===== src/rtl/fc_align_decoder.sv =====
// Fast-command word aligner/decoder: hunts the bit phase on repeated IDLE words,
// holds lock with a miss counter and decodes codes into one-hot strobes.
// Optional macro FC_HAMMING_TOLERANT_EN accepts words at Hamming distance 1 from a code.
module fc_align_decoder #(
  parameter int WORD_W = 8,
  parameter int NCMD = 10,
  parameter logic [NCMD*WORD_W-1:0] CMD_CODES = {8'hAA, 8'hA5, 8'h99, 8'h96, 8'h69,
                                                 8'h66, 8'h55, 8'h5A, 8'h33, 8'hF0},
  parameter int LOCK_CNT = 4,
  parameter int UNLOCK_CNT = 4,
  localparam int SW = $clog2(WORD_W)
) (
  input  logic              clk40,
  input  logic              rst,
  input  logic              selfAlignEn,
  input  logic [SW-1:0]     manualShift,
  input  logic [WORD_W-1:0] fcWord,
  output logic              aligned,
  output logic [SW-1:0]     bitShift,
  output logic [NCMD-1:0]   fcd,
  output logic              invalid,
  output logic [15:0]       errCnt
);

  localparam int CNT_MAX = (LOCK_CNT > UNLOCK_CNT) ? LOCK_CNT : UNLOCK_CNT;
  localparam int CW = $clog2(CNT_MAX + 1);
  localparam logic [CW-1:0] LOCK_LAST = CW'(LOCK_CNT - 1);
  localparam logic [CW-1:0] MISS_LAST = CW'(UNLOCK_CNT - 1);
  localparam logic [SW-1:0] SHIFT_LAST = SW'(WORD_W - 1);

  typedef enum logic [1:0] {
    SEARCH = 2'd0,
    CHECK  = 2'd1,
    LOCKED = 2'd2
  } state_t;

  state_t              state_q;
  logic [CW-1:0]       cnt_q;
  logic [CW-1:0]       miss_q;
  logic [SW-1:0]       shift_q;
  logic                aligned_q;
  logic [WORD_W-1:0]   prev_q;
  logic [NCMD-1:0]     fcd_q;
  logic                invalid_q;
  logic [15:0]         errcnt_q;

  logic [SW-1:0]       sel_s;
  logic [2*WORD_W-1:0] pair_s;
  logic [WORD_W-1:0]   win_s;
  logic                idle_s;
  logic [NCMD-1:0]     dec_s;
  logic                valid_s;
  logic [SW-1:0]       next_shift_s;

`ifdef FC_HAMMING_TOLERANT_EN
  function automatic logic dist1(input logic [WORD_W-1:0] a, input logic [WORD_W-1:0] b);
    logic [WORD_W-1:0] x;
    x = a ^ b;
    return (x != {WORD_W{1'b0}}) &&
           ((x & (x - {{(WORD_W-1){1'b0}}, 1'b1})) == {WORD_W{1'b0}});
  endfunction
`endif

  assign sel_s        = selfAlignEn ? shift_q : manualShift;
  assign pair_s       = {prev_q, fcWord};
  assign win_s        = WORD_W'(pair_s >> sel_s);
  assign idle_s       = (win_s == CMD_CODES[WORD_W-1:0]);
  assign valid_s      = |dec_s;
  assign next_shift_s = (shift_q == SHIFT_LAST) ? {SW{1'b0}} : shift_q + SW'(1);

  // Lowest-index code lookup on the aligned window (exact hits take precedence)
  always_comb begin
    logic [NCMD-1:0] d;
    logic            found;
    d     = {NCMD{1'b0}};
    found = 1'b0;
    for (int i = 0; i < NCMD; i++) begin
      d[i]  = !found && (win_s == CMD_CODES[i*WORD_W +: WORD_W]);
      found = found | d[i];
    end
`ifdef FC_HAMMING_TOLERANT_EN
    for (int i = 0; i < NCMD; i++) begin
      d[i]  = d[i] | (!found && dist1(win_s, CMD_CODES[i*WORD_W +: WORD_W]));
      found = found | d[i];
    end
`endif
    dec_s = d;
  end

  // Alignment FSM: phase hunt, lock qualification and loss-of-lock tracking
  always_ff @(posedge clk40 or posedge rst) begin
    if (rst) begin
      state_q   <= SEARCH;
      cnt_q     <= {CW{1'b0}};
      miss_q    <= {CW{1'b0}};
      shift_q   <= {SW{1'b0}};
      aligned_q <= 1'b0;
    end else if (!selfAlignEn) begin
      state_q   <= SEARCH;
      cnt_q     <= {CW{1'b0}};
      miss_q    <= {CW{1'b0}};
      shift_q   <= manualShift;
      aligned_q <= 1'b1;
    end else begin
      case (state_q)
        SEARCH: begin
          if (idle_s) begin
            if (LOCK_CNT == 1) begin
              state_q   <= LOCKED;
              aligned_q <= 1'b1;
            end else begin
              state_q   <= CHECK;
              cnt_q     <= CW'(1);
              aligned_q <= 1'b0;
            end
          end else begin
            shift_q   <= next_shift_s;
            aligned_q <= 1'b0;
          end
        end
        CHECK: begin
          if (idle_s && (cnt_q == LOCK_LAST)) begin
            state_q   <= LOCKED;
            cnt_q     <= {CW{1'b0}};
            aligned_q <= 1'b1;
          end else if (idle_s) begin
            cnt_q     <= cnt_q + CW'(1);
            aligned_q <= 1'b0;
          end else begin
            state_q   <= SEARCH;
            cnt_q     <= {CW{1'b0}};
            shift_q   <= next_shift_s;
            aligned_q <= 1'b0;
          end
        end
        LOCKED: begin
          if (valid_s) begin
            miss_q    <= {CW{1'b0}};
            aligned_q <= 1'b1;
          end else if (miss_q == MISS_LAST) begin
            state_q   <= SEARCH;
            miss_q    <= {CW{1'b0}};
            aligned_q <= 1'b0;
          end else begin
            miss_q    <= miss_q + CW'(1);
            aligned_q <= 1'b1;
          end
        end
        default: begin
          state_q   <= SEARCH;
          cnt_q     <= {CW{1'b0}};
          miss_q    <= {CW{1'b0}};
          aligned_q <= 1'b0;
        end
      endcase
    end
  end

  // Word history, registered strobes and saturating error count
  always_ff @(posedge clk40 or posedge rst) begin
    if (rst) begin
      prev_q    <= {WORD_W{1'b0}};
      fcd_q     <= {NCMD{1'b0}};
      invalid_q <= 1'b0;
      errcnt_q  <= 16'h0000;
    end else begin
      prev_q    <= fcWord;
      fcd_q     <= aligned_q ? dec_s : {NCMD{1'b0}};
      invalid_q <= aligned_q & ~valid_s;
      if (aligned_q && !valid_s && (errcnt_q != 16'hFFFF)) begin
        errcnt_q <= errcnt_q + 16'h0001;
      end else begin
        errcnt_q <= errcnt_q;
      end
    end
  end

  assign aligned  = aligned_q;
  assign bitShift = shift_q;
  assign fcd      = fcd_q;
  assign invalid  = invalid_q;
  assign errCnt   = errcnt_q;

endmodule


===== config.mk =====
export PLATFORM = sky130hd
export DESIGN_NAME = fc_align_decoder
export DESIGN_NICKNAME = d
export VERILOG_FILES = /design/src/rtl/fc_align_decoder.sv
export SDC_FILE = /design/constraint.sdc
export NUM_CORES = 1
export LEC_CHECK = 0
export CAP_MARGIN = 40
export CELL_PAD_IN_SITES_DETAIL_PLACEMENT = 1
export CELL_PAD_IN_SITES_GLOBAL_PLACEMENT = 1
export CORE_ASPECT_RATIO = 0.9
export CORE_UTILIZATION = 35
export CTS_BUF_LIST = sky130_fd_sc_hd__clkbuf_4 sky130_fd_sc_hd__clkbuf_8 sky130_fd_sc_hd__clkbuf_16
export CTS_CLUSTER_DIAMETER = 120
export CTS_CLUSTER_SIZE = 16
export DETAILED_ROUTE_END_ITERATION = 8
export DONT_BUFFER_PORTS = 1
export PLACE_DENSITY = 0.69
export SLEW_MARGIN = 20
export SYNTH_ARGS = -nofsm -noshare
export SYNTH_HDL_FRONTEND = slang
export SYNTH_SLANG_ARGS = --single-unit

===== constraint.sdc =====
create_clock -name clk40 -period 3.6 [get_ports clk40]
set_clock_uncertainty 0.15 [all_clocks]
set_input_delay 0.9 -clock clk40 [delete_from_list [all_inputs] [get_ports clk40]]
set_output_delay 0.9 -clock clk40 [all_outputs]
set_load 0.01 [all_outputs]

After elaboration in Yosys (flattened, before gate mapping)
Index checks and enable logic that the tools add are counted.
{ "totals": {"ff_bits": 47, "latchBits": 0, "ram_bits": 0, "rom_bits": 0, "out_inout_bits": 31, "elab_cells": 104, "mem_count": 0} }
{ "op_classes": {"addsub": 4, "mul": 0, "div_mod_pow": 0, "magnitude_cmp": 0, "eq_ne": 24, "shift": 1, "n_mux": 28, "bitwise": 10, "n_reduce_logical": 28} }
{ "op_table": {"columns": ["cell", "count"], "rows": [
  ["$eq A8 B8 Y1 const B", 5],
  ["$mux W3", 12],
  ["$eq A8 B7 Y1 const B", 4],
  ["$add A16 B1 Y16 const B", 1],
  ["$ne A16 B16 Y1 const B", 1],
  ["$shr A16 B3 Y8", 1],
  ["$logic_and A1 B1 Y1", 12],
  ["$mux W2", 6],
  ["$ne A3 B3 Y1 const B", 4],
  ["$pmux W3 S2", 2],
  ["$logic_not A1 Y1", 10],
  ["$mux W10", 1],
  ["$reduce_or A10 Y1", 1],
  ["$add A3 B1 Y3 const B", 3],
  ["$pmux W3 S3", 1],
  ["$eq A8 B6 Y1 const B", 1],
  ["$or A1 B1 Y1", 8],
  ["$eq A3 B2 Y1 const B", 2],
  ["$pmux W2 S3", 1],
  ["$mux W1", 4],
  ["$ne A2 B2 Y1 const B", 2],
  ["$ne A4 B4 Y1 const B", 1],
  ["$reduce_and A2 Y1", 2],
  ["$reduce_and A4 Y1", 1],
  ["9 further kinds", 9]
]} }

Longest topological paths before layout
{ "depth": {"ltp_word": 33, "depth_mapped": 11} }

Worst setup path before layout
No wires, ideal clock.
{ "synth_path": {"path_kind": "input-to-reg", "start": "input port selfAlignEn", "end": "register cnt_q[0]", "setup_time_ns": 0.065, "t_arrival_ns": 3.356, "setup_slack_ns": 0.029, "stages": 10, "path_cell_list": "mux2i_4 buf_12 mux2i_1 a22o_1 nor2_1 or4_4 or4b_4 or2_4 o22ai_2 mux2_1"} }
{ "synth_via": {"elab_chain_cells": 7, "word_cells_on_any_way": 11} }
{ "synth_lines": {"columns": ["element", "line_no", "text"], "rows": [
  ["start: declaration", "15", "input logic selfAlignEn,"],
  ["$mux W3", "64", "assign sel_s = selfAlignEn ? shift_q : manualShift;"],
  ["$shr A16 B3 Y8", "66", "assign win_s = WORD_W'(pair_s >> sel_s);"],
  ["$eq A8 B8 Y1", "67", "assign idle_s = (win_s == CMD_CODES[WORD_W-1:0]);"],
  ["$mux W3 or $logic_and A1 B1 Y1 (tied branches)", "126, 122", null],
  ["$mux W3", "122", "if (idle_s && (cnt_q == LOCK_LAST)) begin"],
  ["$pmux W3 S3", "105", "case (state_q)"],
  ["$mux W3", "98", "end else if (!selfAlignEn) begin"],
  ["end signal: assignment", "100", "cnt_q <= {CW{1'b0}};"],
  ["end signal: assignment", "124", "cnt_q <= {CW{1'b0}};"],
  ["end signal: assignment", "127", "cnt_q <= cnt_q + CW'(1);"],
  ["end: declaration", "38", "logic [CW-1:0] cnt_q;"]
]} }
Several ways; a longest one is shown, not always the timed one.
A chain may end at the register's enable or synchronous reset.

Final worst setup path
Ends and elaborated chain as after synthesis.

==> metrics <==
# Max-Cap Violations=0; Final Worst Setup Slack=216.2 ps; Vias=1981; CTS tree=yes; worst hold path type=reg -> reg; post-synthesis sequential area ratio=44.08%; main flop type after synthesis=dfrtp_1; DIE WIDTH=93.05 um; DP HPWL=4606 um; Vias/cell=5.518; initial core utilization=36.53%; # placed instances=351; fraction of final layout cells with drive strength greater than 1=16.92%; number of buffers created by CTS=5; largest net degree at the start of global routing=25; leakage dissipation=1.322 nW; drt pass-1 iters=4; pre-CTS worst setup slack=-39.81 ps; Synth top cells by count=dfrtp_1 (46), xnor2_1 (16), mux2i_1 (15); Final period util=93.99%; Die H=83.94 um; max-slew violations=0; crit-path max FO=20; crit path kind=in -> reg; Post-CTS Setup Bufs=0; final non-filler cell total=359; pwr dens=509.8 nW/um^2; Root Buffer=clkbuf_8; DIE AREA=7810 um^2; CP Data Required Time=3680 ps; wire length on met1=2998 um; setup TNS=0 ps; met2 WL=2782 um; Final nets=287; Max Used Layer=met4; H-tree depth=2; Clk Latency, worst-skew pair=300 ps; Global Route Usage Sum=16.47%; Syn-to-layout area delta=12.75%; yosys warns=0; DR WL/cell=16.75 um; Worst Max-Slew Pin Slew=539.4 ps; Mapped Cells=244; Synth top area share=44.08%; Core Region=7148 um^2; Sink Count=46; Area contributors post-synth=dfrtp_1 (44%), mux2i_1 (5.7%), xnor2_1 (5.4%); Final Setup Violations=0; clock buffer depth=2; Hold Slack=345.4 ps; EDFF count, synth=0; total grt overflow=0; cts hold-fix bufs=0; clk slew on worst S/H paths=80 ps; first-pass GRT wire length=10330 um; Mapped Avg Cell Area=10.70 um^2; Ant. Diodes=0; # IOs=45; slew margin rel.=63.98%; cts repair resizes=0; fraction of registers with async set/reset=100.0%; peak supply drop=0.0002088 V; Final Cell Area=2944 um^2; outcome=finished, final reports clean; gpl congestion=0.8059; Tot Pwr=1.501 mW; Final Hold Viols=0; drt initial violations=57; initial antenna violation count=0; I/O Buffers=0; Worst Setup End Kind=register; Fillers=792; Worst Path Arrival=3470 ps; Rows=29; top-count cell post-synth=dfrtp_1; post-synth top area cell=dfrtp_1; Cell Area, Synth=2611 um^2; synthesized flop and latch total=46; RSZ-0062 raised after global routing=no; number of global-route vias before repair=2058; Syn Nets=266; DRC=0; fin crit period=3384 ps; Detailed Route WL=6014 um; highest clock rate=0.2955 GHz; Placed Area=2851 um^2; Final ANT Viol Nets=0; WL met3=184 um; Synth cell types=51; Layout Utilization=41.19%; Startpoint Class=input port
==> report_power, final <==
part / internal (mW) / leakage [nW] / switching (mW) / total, mW
Sequential: 0.577 / 0.601 / 0.105 / 0.682
Combinational: 0.227 / 0.681 / 0.261 / 0.488
Clock: 0.139 / 0.0408 / 0.191 / 0.330
==> final cells by class <==
cell class / count / area [um^2] / area share (%)
inverter: 12 / 45.04 / 1.530
timing repair buffer: 18 / 160.2 / 5.440
sequential: 46 / 1151 / 39.10
clock buffer: 5 / 68.82 / 2.337
tap: 93 / 116.4 / 3.952
multi-input combinational: 182 / 1379 / 46.83
clock inverter: 3 / 23.77 / 0.8075
==> critical path, cell delays in order <==
cell and delay [ps]:
mux2i_4 210, buf_12 180, mux2i_1 370, a22o_1 210
nor2_1 50, or4_4 540, or4b_4 500, or2_4 260
o22ai_2 100, mux2_1 140
==> flip-flops by register name, indices dropped and copies added (netlist names) <==
| signal | count |
|---|---|
| errCnt | 16 |
| fcd | 10 |
| prev_q | 7 |
| bitShift | 3 |
| cnt_q | 3 |
| miss_q | 3 |
| state_q | 2 |
| aligned | 1 |
| invalid | 1 |
==> routing by layer <==
layer / vias up / track usage [%]
li1: 950 / -
met1: 995 / 23.27
met2: 31 / 25.60
met3: 5 / 3.461
met4: 0 / 3.916
met5: - / 0
==> layout by cell type, fill, tap and decap left out, types with 3 or more instances in the layout <==
cell	count
inv_1	11
mux2i_1	15
ha_1	8
nand2_1	13
a22oi_1	7
nand3_1	13
o21ai_0	5
xnor2_1	16
and3b_2	4
nor3b_1	4
dfrtp_1	46
nor2_1	14
a22o_1	7
a21oi_1	7
clkbuf_8	5
nand4_1	12
mux2_1	3
and3_1	8
buf_4	16
nand2b_1	4
nor3_1	4
and4_1	8
==> worst paths after layout <==
kind	startpoint	endpoint	slack [ps]	cells past startpoint
min in group asynchronous	rst	fcd[6]	360	1
max in group asynchronous	rst	state_q[1]	2410	2
hold reg to reg	cnt_q[2]	cnt_q[2]	350	1
setup reg to reg	bitShift[0]	cnt_q[0]	360	10
setup / recovery	selfAlignEn	cnt_q[0]	220	10
hold / removal	cnt_q[2]	cnt_q[2]	350	1
==> cell families (layout without fill, tap and decap cells) <==
group	count (synthesis)	after routing	share of synthesized area, %
adder cells (fa/ha/maj)	8	8	3.833
flip-flops	46	46	44.08
XOR/XNOR	17	17	5.702
multiplexers	20	20	8.337
buffers and inverters	16	38	3.114
AND/OR/NAND/NOR	93	93	21.61
AO/OA/AOI/OAI	44	44	13.32
No activity file was read; power rests on OpenSTA's default activity.
